File: src/rtl/redirect_ctrl_pkg.sv
// Shared types for the front-end redirect scheduler:
// redirect causes, their priority ranks and the FSM states.
package redirect_ctrl_pkg;

  typedef enum logic [2:0] {
    CAUSE_NONE    = 3'd0,
    CAUSE_TRAP    = 3'd1,
    CAUSE_FLUSH   = 3'd2,
    CAUSE_MISPRED = 3'd3,
    CAUSE_ILLEGAL = 3'd4,
    CAUSE_RETURN  = 3'd5,
    CAUSE_JUMPL   = 3'd6
  } redirect_cause_t;

  typedef enum logic [1:0] {
    ST_IDLE,
    ST_REQ,
    ST_DRAIN
  } state_t;

  // All decoder causes share one rank.
  function automatic logic [1:0] rank(input redirect_cause_t c);
    logic [1:0] r;
    case (c)
      CAUSE_NONE:  r = 2'd0;
      CAUSE_TRAP:  r = 2'd3;
      CAUSE_FLUSH: r = 2'd2;
      default:     r = 2'd1;
    endcase
    return r;
  endfunction

endpackage

File: src/rtl/redirect_prio_sel.sv
// Fixed-priority select over trap, flush and decoder redirect requests.
// Decoder requests are considered only while dec_en is high.
module redirect_prio_sel
  import redirect_ctrl_pkg::*;
#(
  parameter int PC_BITS = 32
) (
  input  logic               trap_valid,
  input  logic [PC_BITS-1:0] trap_pc,
  input  logic               flush_valid,
  input  logic [PC_BITS-1:0] flush_pc,
  input  logic               dec_en,
  input  logic               dec_mispred,
  input  logic               dec_illegal,
  input  logic               dec_return,
  input  logic               dec_jumpl,
  input  logic [PC_BITS-1:0] dec_pc,
  output logic               sel_valid,
  output logic [PC_BITS-1:0] sel_pc,
  output redirect_cause_t    sel_cause
);

  always_comb begin
    sel_valid = 1'b1;
    sel_pc    = dec_pc;
    sel_cause = CAUSE_NONE;
    priority case (1'b1)
      trap_valid: begin
        sel_pc    = trap_pc;
        sel_cause = CAUSE_TRAP;
      end
      flush_valid: begin
        sel_pc    = flush_pc;
        sel_cause = CAUSE_FLUSH;
      end
      (dec_en && dec_mispred): sel_cause = CAUSE_MISPRED;
      (dec_en && dec_illegal): sel_cause = CAUSE_ILLEGAL;
      (dec_en && dec_return):  sel_cause = CAUSE_RETURN;
      (dec_en && dec_jumpl):   sel_cause = CAUSE_JUMPL;
      default: begin
        sel_valid = 1'b0;
        sel_pc    = '0;
      end
    endcase
  end

endmodule

File: src/rtl/redirect_ctrl.sv
// Front-end redirect scheduler: arbitrates redirect sources, holds one
// redirect for IF, blocks the decoder for a drain window, counts redirects.
module redirect_ctrl
  import redirect_ctrl_pkg::*;
#(
  parameter int PC_BITS      = 32,
  parameter int DRAIN_CYCLES = 2
) (
  input  logic               clk,
  input  logic               rst,
  input  logic               trap_valid_i,
  input  logic [PC_BITS-1:0] trap_pc_i,
  input  logic               flush_valid_i,
  input  logic [PC_BITS-1:0] flush_pc_i,
  input  logic               dec_invalid_prediction_i,
  input  logic               dec_invalid_instruction_i,
  input  logic               dec_is_return_i,
  input  logic               dec_is_jumpl_i,
  input  logic [PC_BITS-1:0] dec_old_pc_i,
  input  logic               if_ready_i,
  output logic               redirect_valid_o,
  output logic [PC_BITS-1:0] redirect_pc_o,
  output logic [2:0]         redirect_cause_o,
  output logic               dec_block_o,
  output logic               busy_o,
  output logic [31:0]        cnt_trap_o,
  output logic [31:0]        cnt_flush_o,
  output logic [31:0]        cnt_dec_o
);

  localparam int DW = (DRAIN_CYCLES > 1) ? $clog2(DRAIN_CYCLES) : 1;
  localparam logic [DW-1:0] DRAIN_LOAD = DW'(DRAIN_CYCLES - 1);

  state_t             state, state_nx;
  logic [PC_BITS-1:0] hold_pc, hold_pc_nx;
  redirect_cause_t    hold_cause, hold_cause_nx;
  logic [DW-1:0]      drain_cnt, drain_cnt_nx;
  logic               accept;
  logic               valid_q, busy_q;
  logic [31:0]        cnt_trap, cnt_flush, cnt_dec;

  logic               sel_valid;
  logic [PC_BITS-1:0] sel_pc;
  redirect_cause_t    sel_cause;

  // Decoder causes in DRAIN come from stale fetches.
  redirect_prio_sel #(
    .PC_BITS(PC_BITS)
  ) u_sel (
    .trap_valid (trap_valid_i),
    .trap_pc    (trap_pc_i),
    .flush_valid(flush_valid_i),
    .flush_pc   (flush_pc_i),
    .dec_en     (state != ST_DRAIN),
    .dec_mispred(dec_invalid_prediction_i),
    .dec_illegal(dec_invalid_instruction_i),
    .dec_return (dec_is_return_i),
    .dec_jumpl  (dec_is_jumpl_i),
    .dec_pc     (dec_old_pc_i),
    .sel_valid  (sel_valid),
    .sel_pc     (sel_pc),
    .sel_cause  (sel_cause)
  );

  always_comb begin
    state_nx      = state;
    hold_pc_nx    = hold_pc;
    hold_cause_nx = hold_cause;
    drain_cnt_nx  = drain_cnt;
    accept        = 1'b0;
    unique case (state)
      ST_IDLE: begin
        if (sel_valid) begin
          state_nx      = ST_REQ;
          hold_pc_nx    = sel_pc;
          hold_cause_nx = sel_cause;
        end
      end
      ST_REQ: begin
        if (if_ready_i) begin
          accept       = 1'b1;
          state_nx     = ST_DRAIN;
          drain_cnt_nx = DRAIN_LOAD;
        end else if (sel_valid &&
                     rank(sel_cause) > rank(hold_cause)) begin
          hold_pc_nx    = sel_pc;
          hold_cause_nx = sel_cause;
        end
      end
      ST_DRAIN: begin
        if (sel_valid) begin
          state_nx      = ST_REQ;
          hold_pc_nx    = sel_pc;
          hold_cause_nx = sel_cause;
        end else if (drain_cnt == '0) begin
          state_nx = ST_IDLE;
        end else begin
          drain_cnt_nx = drain_cnt - 1'b1;
        end
      end
      default: state_nx = ST_IDLE;
    endcase
  end

  always_ff @(posedge clk) begin
    if (rst) begin
      state      <= ST_IDLE;
      hold_pc    <= '0;
      hold_cause <= CAUSE_NONE;
      drain_cnt  <= '0;
      valid_q    <= 1'b0;
      busy_q     <= 1'b0;
    end else begin
      state      <= state_nx;
      hold_pc    <= hold_pc_nx;
      hold_cause <= hold_cause_nx;
      drain_cnt  <= drain_cnt_nx;
      valid_q    <= (state_nx == ST_REQ);
      busy_q     <= (state_nx != ST_IDLE);
    end
  end

  always_ff @(posedge clk) begin
    if (rst) begin
      cnt_trap  <= '0;
      cnt_flush <= '0;
      cnt_dec   <= '0;
    end else if (accept) begin
      unique case (hold_cause)
        CAUSE_TRAP: begin
          if (cnt_trap != '1) cnt_trap <= cnt_trap + 1'b1;
        end
        CAUSE_FLUSH: begin
          if (cnt_flush != '1) cnt_flush <= cnt_flush + 1'b1;
        end
        default: begin
          if (cnt_dec != '1) cnt_dec <= cnt_dec + 1'b1;
        end
      endcase
    end
  end

  assign redirect_valid_o = valid_q;
  assign redirect_pc_o    = hold_pc;
  assign redirect_cause_o = hold_cause;
  assign busy_o           = busy_q;
  assign dec_block_o      = busy_q;
  assign cnt_trap_o       = cnt_trap;
  assign cnt_flush_o      = cnt_flush;
  assign cnt_dec_o        = cnt_dec;

endmodule

File: config.mk
export PLATFORM = sky130hd
export DESIGN_NAME = redirect_ctrl
export DESIGN_NICKNAME = d
export VERILOG_FILES = /design/src/rtl/redirect_ctrl_pkg.sv /design/src/rtl/redirect_prio_sel.sv /design/src/rtl/redirect_ctrl.sv
export SDC_FILE = /design/constraint.sdc
export NUM_CORES = 1
export LEC_CHECK = 0
export ABC_AREA = 1
export CAP_MARGIN = 25
export CORE_MARGIN = 1.5
export CORE_UTILIZATION = 53
export CTS_CLUSTER_SIZE = 40
export DETAILED_ROUTE_END_ITERATION = 6
export GPL_TIMING_DRIVEN = 0
export PLACE_DENSITY = 0.87
export REMOVE_ABC_BUFFERS = 1
export SLEW_MARGIN = 20
export SYNTH_ARGS = -nofsm -noshare
export SYNTH_HDL_FRONTEND = slang
export SYNTH_HIERARCHICAL = 1
export SYNTH_SLANG_ARGS = --single-unit
export TNS_END_PERCENT = 20
File: constraint.sdc
create_clock -name clk -period 9 [get_ports clk]
set_clock_uncertainty 0.05 [all_clocks]
set_input_delay 2.7 -clock clk [delete_from_list [all_inputs] [get_ports clk]]
set_output_delay 2.7 -clock clk [all_outputs]
set_load 0.02 [all_outputs]
==> impl_metrics.yaml <==
floorplanning:
  floorplan.rows: 46
  start_util: 0.541
  io-pin-count: 239
  die_area_um2: 16900
  die_x_um: 130
  coreArea_um2: 15800
  die_h_um: 130
final_layout:
  area_growth_pct: 35.2
  drive_gt1_frac: 0.0508
  seqCellArea_um2: 2720
  diodes: 0
  fillers: 1347
  nets: 1732
  stdcell_count: 1851
  multi_input_area_um2: 4910
  design_area_um2: 11600
clock_tree:
  cts_hold_buf: 0
  clk_pin_slew_worst_paths_ns: 0.06
  cts_sinks: 136
  clock_latency_ns: 0.42
  clockRootBuffer: "clkbuf_16"
  cts_buffers: 17
  htreeDepth: 4
  cts-resized-gates: 0
  clockBufferDepth: 2
  cts_tree: "yes"
  postCtsSetupRepairBufs: 0
logic_synthesis:
  ys_warn_count: 6
  synth_xor_xnor_area_share: 0.00307
  synth_top_family_by_area: "simple AND/OR/NAND/NOR gates"
  synthCells: 1418
  muxShareOfSynthArea: 0
  syn_avg_cell_area_um2: 6.04
  synth-compound-area-share: 0.128
  synth_adder_area_share: 0.00731
  synth.cell_area_um2: 8560
  synth_cell_types: 39
  synth-seq-cells: 136
  seq_area_frac_synth: 0.318
  synthSimpleGateAreaFrac: 0.431
setup_path:
  reg2reg_depth: 16
  max_stage_delay_ns: 0.78
  cp_common_cell: "nand2_1"
  worst_r2r_endpoint: "redirect_pc_o[12]"
  r2r_setup_slack_ns: 5.17
  start_kind: "input port"
  end_kind: "flip-flop"
  worstReg2RegStart: "state[1]"
  cp_slowest_cell: "clkinv_1"
  arrival_ns: 6.76
  cp_data_required_time_ns: 9.24
  critPathKind: "in -> reg"
  crit_chain: "buf_2 -> clkinv_1 -> o21ai_0 -> inv_1 -> o21ai_0 -> a21oi_1 -> ha_1 -> nand2_1 -> nand2_1 -> o211ai_4 -> buf_8 -> nand2_2 -> nand2_1 -> a21oi_1"
  crit_fanout: 35
timing:
  tightest_slew_ns: 0.714
  max_freq_ghz: 0.153
  min_period_ns: 6.52
  setup_ws_ns: 2.48
  finalHoldViolCount: 0
  slew_violations: 0
  post-route-period-util: 0.725
  setup_viol_count_final: 0
  grt_setup_unrepaired: "no"
  holdWs_ns: 0.410
  timing.slew.headroom: 0.523
placed_design:
  dpl.hpwl_um: 19100
  io_buffer_count: 238
  placed_area_um2: 11000
  dp_cells: 1819
  gp_congestion: 0.962
  detailedPlace.worstSlack_ns: 2.07
power:
  power.density_nw_per_um2: 143
  ir_drop_uv: 152
  p_leak_nw: 4.62
route:
  ant_nets: 0
  vias: 9848
  viasPerCell: 5.32
  remaining_drc_errors: 3
  drtPass1Iterations: 7
  post_drt_wl_per_cell_um: 14.2
  wl_um: 26300
  drt_iter0_drc: 804
min_path:
  holdPathStages: 2
  min-delay-start: "redirect_pc_o[25]"
  worstHoldEndpoint: "redirect_pc_o[25]"
  hold_path.class: "reg -> reg"
global_route:
  grt_pass1_vias: 8910
  grt_max_degree: 97
  gr-total-overflow: 0
  track_usage: 0.310
  antenna_found_initial: 0
  grt_first_pass_wirelength_um: 42100
flow_run:
  drv_cap: 0
outcome:
  violations: "DRC"
  outcome: "complete, but fails checks"
==> synthesized netlist by cell type <==
master,n,share of area
nand3_4,1,0.0020
nor2_4,3,0.0039
a21oi_1,153,0.089
nor3_1,10,0.0058
nor2_1,314,0.14
nand4_1,17,0.012
o21bai_1,21,0.018
nand2_4,2,0.0026
nor3_2,4,0.0047
nor2_8,3,0.0070
nor2_2,8,0.0058
clkbuf_8,4,0.0064
inv_1,148,0.065
o21ai_1,1,0.00058
ha_1,5,0.0073
xor2_1,3,0.0031
clkbuf_1,17,0.0075
nand3_2,3,0.0035
and2_1,1,0.00073
o211ai_2,1,0.0015
nand3b_1,2,0.0018
buf_2,22,0.013
buf_12,1,0.0023
buf_6,7,0.0092
buf_4,6,0.0053
dfxtp_1,136,0.32
nand3b_4,1,0.0023
or2_2,2,0.0015
buf_1,2,0.00088
nand2_1,339,0.15
clkinv_1,4,0.0018
o21a_1,2,0.0018
o21ai_0,11,0.0064
nand4_4,1,0.0025
a21oi_2,7,0.0072
inv_2,2,0.00088
nand2_2,4,0.0029
a31oi_1,4,0.0029
nand3_1,146,0.085
==> area by class of cell <==
type                       count  area share
multi-input combinational   1069       0.424
sequential                   136       0.235
timing repair buffer         244       0.215
inverter                     154      0.0504
clock buffer                  21      0.0398
tap                          216      0.0233
clock inverter                11      0.0126
==> stage by stage <==
step,TNS (ns),utilization,total power [W]
2_1_floorplan,0,-,0.000801
3_5_place_dp,0,0.693,0.000950
6_report,0,0.731,0.00166
3_3_place_gp,-12.32,0.684,0.000941
5_1_grt,0,0.731,0.00173
4_1_cts,0,0.731,0.00166
==> per-layer routing <==
layer	share of wire	track usage
met3	0.073	0.0709
met1	0.42	0.376
met2	0.48	0.529
met4	0.031	0.129
met5	0	0
==> logic make-up (layout without fill, tap and decap cells) <==
family          Yosys count  count (layout)
buf+inv                 213             430
compound gates          200             200
simple gates            861             861
xor+xnor                  3               3
fa+ha+maj                 5               5
flops                   136             136
==> worst max path at each step <==
stage | start | endpoint | cells past startpoint
after global routing | trap_valid_i | redirect_pc_o[7] | 14
after detailed placement | trap_valid_i | redirect_pc_o[12] | 14
after CTS | trap_valid_i | redirect_pc_o[12] | 14
after floorplan | trap_valid_i | redirect_cause_o[0] | 12
final | trap_valid_i | redirect_pc_o[12] | 14
after global placement | trap_valid_i | redirect_pc_o[19] | 13
==> flip-flops by register name, indices dropped and copies added (netlist names) <==
| name | count |
|---|---|
| cnt_trap_o | 32 |
| cnt_dec_o | 32 |
| redirect_cause_o | 3 |
| busy_o | 1 |
| redirect_valid_o | 1 |
| cnt_flush_o | 32 |
| state | 2 |
| redirect_pc_o | 32 |
| drain_cnt | 1 |
==> critical path: cells and delay by family <==
| kind | cells | cell delay, ns |
|---|---|---|
| buf+inv | 4 | 1.65 |
| simple gates | 4 | 0.79 |
| compound gates | 5 | 1.29 |
| fa+ha+maj | 1 | 0.31 |
==> where the power goes <==
part	internal, W	total [W]	switching [W]
sequential	0.000627	0.000642	0.0000156
combinational	0.000131	0.000297	0.000167
clock	0.000451	0.000721	0.000271
total	0.00121	0.00166	0.000453
==> cells in the final DEF, fill, tap and decap left out, types with 4 or more instances in the layout <==
master | Yosys | routed
a21oi_1 | 153 | 152
a21oi_2 | 7 | 6
a31oi_1 | 4 | 4
clkbuf_16 | 0 | 17
clkdlybuf4s50_1 | 0 | 235
dfxtp_1 | 136 | 136
ha_1 | 5 | 5
inv_1 | 148 | 148
nand2_1 | 339 | 339
nand2_2 | 4 | 4
nand3_1 | 146 | 146
nand4_1 | 17 | 17
nor2_1 | 314 | 314
nor2_2 | 8 | 8
nor3_1 | 10 | 10
nor3_2 | 4 | 4
o21ai_0 | 11 | 11
o21bai_1 | 21 | 21
Power figures use the tool's default switching activity.
